--- config.mk ---
export PLATFORM = sky130hd
export DESIGN_NAME = regfile_scoreboard
export DESIGN_NICKNAME = d
export VERILOG_FILES = /design/src/rtl/regfile_scoreboard.sv
export SDC_FILE = /design/constraint.sdc
export NUM_CORES = 2
export LEC_CHECK = 0
export BUFFER_PORTS_ARGS = -buffer_cell sky130_fd_sc_hd__buf_2
export CORE_ASPECT_RATIO = 2
export CORE_UTILIZATION = 55
export DETAILED_ROUTE_END_ITERATION = 8
export HOLD_SLACK_MARGIN = 0.1
export PLACE_DENSITY = 0.72
export SKIP_LAST_GASP = 1
export SYNTH_ARGS = -nofsm -noshare
export SYNTH_HDL_FRONTEND = slang
export SYNTH_SLANG_ARGS = --single-unit
--- constraint.sdc ---
create_clock -name clk -period 2.8 [get_ports clk]
set_clock_uncertainty 0.1 [all_clocks]
set_input_delay 0.56 -clock clk [delete_from_list [all_inputs] [get_ports clk]]
set_output_delay 0.56 -clock clk [all_outputs]
set_load 0.05 [all_outputs]
--- src/rtl/regfile_scoreboard.sv ---
// Integer register file with two registered read ports, writeback bypass and a
// per-register busy scoreboard that stalls reads of pending operands.
module regfile_scoreboard #(
  parameter int unsigned XLEN = 32,
  parameter int unsigned NREG = 32
) (
  input  logic            clk,
  input  logic            rst,
  input  logic            rd_en,
  input  logic [4:0]      rs1_addr,
  input  logic [4:0]      rs2_addr,
  output logic [XLEN-1:0] rs1_read_data,
  output logic [XLEN-1:0] rs2_read_data,
  output logic            rd_valid,
  output logic            stall,
  input  logic            issue_valid,
  input  logic [4:0]      issue_rd,
  output logic            issue_err,
  input  logic            wb_en,
  input  logic [4:0]      wb_addr,
  input  logic [XLEN-1:0] wb_data,
  output logic [NREG-1:0] busy_mask
);

  logic [XLEN-1:0] regs_q [NREG];
  logic [NREG-1:0] busy_q, busy_d;
  logic [XLEN-1:0] rs1_q, rs1_d, rs2_q, rs2_d;
  logic            rd_valid_q, rd_valid_d;
  logic            issue_err_q, issue_err_d;

  logic wb_hit;
  logic rs1_pending, rs2_pending;

  assign wb_hit = wb_en && (wb_addr != 5'd0);

  // A writeback landing this edge releases the operand in the same cycle.
  assign rs1_pending = busy_q[rs1_addr] && !(wb_en && (wb_addr == rs1_addr));
  assign rs2_pending = busy_q[rs2_addr] && !(wb_en && (wb_addr == rs2_addr));
  assign stall       = rd_en && (rs1_pending || rs2_pending);

  always_comb begin
    rs1_d      = rs1_q;
    rs2_d      = rs2_q;
    rd_valid_d = 1'b0;
    if (rd_en && !stall) begin
      rd_valid_d = 1'b1;
      rs1_d      = (wb_hit && (wb_addr == rs1_addr)) ? wb_data : regs_q[rs1_addr];
      rs2_d      = (wb_hit && (wb_addr == rs2_addr)) ? wb_data : regs_q[rs2_addr];
    end
  end

  always_comb begin
    busy_d      = busy_q;
    issue_err_d = 1'b0;
    if (wb_hit) begin
      busy_d[wb_addr] = 1'b0;
    end
    // Set is applied after clear so a same-edge issue wins.
    if (issue_valid && (issue_rd != 5'd0)) begin
      if (!busy_q[issue_rd] || (wb_hit && (wb_addr == issue_rd))) begin
        busy_d[issue_rd] = 1'b1;
      end else begin
        issue_err_d = 1'b1;
      end
    end
    busy_d[0] = 1'b0;
  end

  always_ff @(posedge clk or negedge rst) begin
    if (!rst) begin
      for (int i = 0; i < NREG; i++) begin
        regs_q[i] <= '0;
      end
    end else if (wb_hit) begin
      regs_q[wb_addr] <= wb_data;
    end
  end

  always_ff @(posedge clk or negedge rst) begin
    if (!rst) begin
      busy_q      <= '0;
      rs1_q       <= '0;
      rs2_q       <= '0;
      rd_valid_q  <= 1'b0;
      issue_err_q <= 1'b0;
    end else begin
      busy_q      <= busy_d;
      rs1_q       <= rs1_d;
      rs2_q       <= rs2_d;
      rd_valid_q  <= rd_valid_d;
      issue_err_q <= issue_err_d;
    end
  end

  assign rs1_read_data = rs1_q;
  assign rs2_read_data = rs2_q;
  assign rd_valid      = rd_valid_q;
  assign issue_err     = issue_err_q;
  assign busy_mask     = busy_q;

endmodule

==> results.ini <==
[floorplan]
core_area_sq_um=107000
dieArea_sq_um=109000
die_w_microns=234
start_util_pct=55.4
ios=156
row_count=170
die_h_microns=467

[setup_path]
cp_data_required_time_ns=2.14
cpMaxStageDelayCell=mux4_2
critPathBufInv=3
startpoint_type=flip-flop
cp_max_fo=4
rrSetupSlack_ns=0.02
cpPeakStageDelay_ns=0.45
end_kind=output pin
path_delay_family=multiplexers
cp.arrival_ns=2.75
worstPathCellList=buf_4 -> buf_4 -> mux4_2 -> nand3b_1 -> nand2_1 -> o211ai_1 -> o21ai_2 -> and2_4 -> buf_12
cp_common_cell=buf_4
critPathKind=flip-flop to output pin

[timing]
setup_ws_ns=-0.614
rsz0062_at_grt=true
maxSlewViolCount=0
fin_crit_ns=3.41
setup_violations=1
relSlewSlack_pct=43.1
fin_crit_sh_pct=122
worst_slew_pin_slew_ns=0.852
max_freq_mhz=293
hold_violations=0

[yosys]
ys_top_cells_by_count=dfrtp_1, mux2_2, mux4_2
synthAdderAreaFrac_pct=0
synthCells=4223
synth_ff_type=dfrtp_1
synth-compound-area-share_pct=7.52
yosys_register_bits=1121
yosys.area.top_type=dfrtp_1
synth.avg_cell_area_sq_um=14.1
ys_top_cells_by_area=dfrtp_1, mux4_2, mux2_2
syn_area_sq_um=59400
synth_top_family_by_area=multiplexers
syn_nets=4280
synth_cell_type_count=55
synth_most_common_cell=dfrtp_1
ys_seq_area_share_pct=47.2
synth_simple_gate_area_share_pct=2.95
muxShareOfSynthArea_pct=38.5
synth-async-reset-ratio_pct=100
yosys.area_share.xor_xnor_pct=0.221
synth_edf_count=0
ys.warnings.count=0
synth_top_area_share_pct=47.2

[finish]
stdcell_area_sq_um=69200
area_growth_syn_to_layout_pct=16.5
drive_gt1_share_pct=49.6
final_nets=4554

[power_and_ir_drop]
peakVddDrop_mv=0.801
p_leak_uw=0.0308
power_density_nw_per_um2=734
finalPower_uw=50800

[routing]
vias_per_cell=7.22
drc=0
dr.pass1.iters=8
via_count=43000
wl_mm=212
dr.first_iter.drc_count=4801
antenna_left=0
detail_route.wl_per_cell_microns=35.5

[clock_tree]
numCtsBuffers=98
clk-insertion-delay-late_ns=0.75
clkTransAtPathRegs_ns=0.07
cts_tree=yes
cts.path.max_buffers=3
cts.sinks=1121
h-tree-depth=3
cts-root-buf=clkbuf_16

[place]
place_congestion=0.954
hpwl_mm=142
io_buffers=154
dpl-instance-area_sq_um=65700

[grt]
grt_pass1_vias=44800
grt_max_degree=102
grt_usage_pct=39.6
antenna_found_initial=21
globalRouteOverflowTotal=0
grt_pass1_wl_mm=308

[run_status]
outcome=finished, violations left
violations=negative setup slack

[hold_path]
hold_path.class=input pin to flip-flop

[run]
drv_cap=0

layout make-up:
cell class                 count  area [sq um]
fill                        7748         38000
timing repair buffer         659          6400
tap                         1376          1720
antenna                       10          25.0
clock buffer                 133          2800
multi-input combinational   2589         29500
inverter                      28           105
clock inverter                48           648
sequential                  1121         28100
sequential cells by signal (all words and copies together) (netlist names):
signal	cells
busy_mask	31
issue_err	1
rd_valid	1
regs_q	1024
rs1_read_data	32
rs2_read_data	32
timing repair:
| action | 4_1_cts | 5_1_grt |
|---|---|---|
| pin swaps | 2 | 0 |
| hold buffers | 3 | 0 |
| setup buffers | 2 | 1 |
| endpoints found under the hold margin | 59 | 0 |
| gates resized for setup | 1 | 1 |
| cloned | 0 | 0 |
| endpoints found under the setup margin | 1 | 1 |
metrics by stage:
stage / utilization [%] / hold WS, ns / TNS [ns] / setup slack [ns] / instances
finish: 64.6 / 0.140 / -0.614 / -0.614 / 5964
global route: 64.5 / 0.131 / -0.652 / -0.652 / 5957
CTS: 64.5 / 0.106 / -0.620 / -0.620 / 5953
detailed placement: 61.3 / 0.283 / -9.61 / -0.304 / 5767
global placement: 61.3 / 0.277 / -7.79 / -0.293 / 5767
floorplan: - / 0.164 / -0.381 / -0.0343 / 4223
path summary, 6_finish.rpt:
| path | cells past startpoint | startpoint | end |
|---|---|---|---|
| setup / recovery | 9 | busy_mask[28] | stall |
| hold reg to reg | 0 | regs_q[1018] | regs_q[1018] |
| max in group asynchronous | 4 | rst | regs_q[32] |
| min in group asynchronous | 2 | rst | regs_q[469] |
| hold / removal | 2 | wb_data[5] | regs_q[261] |
| setup reg to reg | 10 | busy_mask[28] | rs1_read_data[9] |
where the power goes:
part | switching (uW) | internal [uW]
clock | 6550 | 8340
sequential | 2930 | 19500
combinational | 6730 | 6710
metal layers:
metal | part of all wire, % | up-vias | global-route usage, %
met5 | 0.023 | - | 0
met4 | 9.7 | 8 | 31.5
met3 | 9.5 | 1032 | 9.20
met2 | 47 | 2785 | 62.3
met1 | 33 | 22400 | 46.3
li1 | - | 16800 | -
logic make-up after synthesis:
group | count (synthesis)
mux | 1557
flops | 1121
compound gates | 655
buf+inv | 513
simple gates | 361
xor+xnor | 15
other cells | 1
layout by cell type (no fill, tap or decap), drive strengths merged, types with 3 or more instances in the layout:
cell type and instances:
o32a 4, inv 35, nand3 14, diode 10, clkbuf 133, dlygate4sd3 3, nand4 3, o21ai 157
buf 656, nand3b 5, a21oi 94, mux2i 157, o22ai 56, dfrtp 1121, o311ai 4, o211ai 31
nor3b 4, mux2 925, nor3 27, o311a 22, and2 11, nor2b 12, bufinv 14, nor2 40
or4 41, and3 4, o31ai 13, nand2 177, a22oi 130, mux4 475, xnor2 13, a221oi 39
nand2b 7, a211o 28, or3 9, clkinv 25, a22o 70
(Power assumes the default switching activity.)
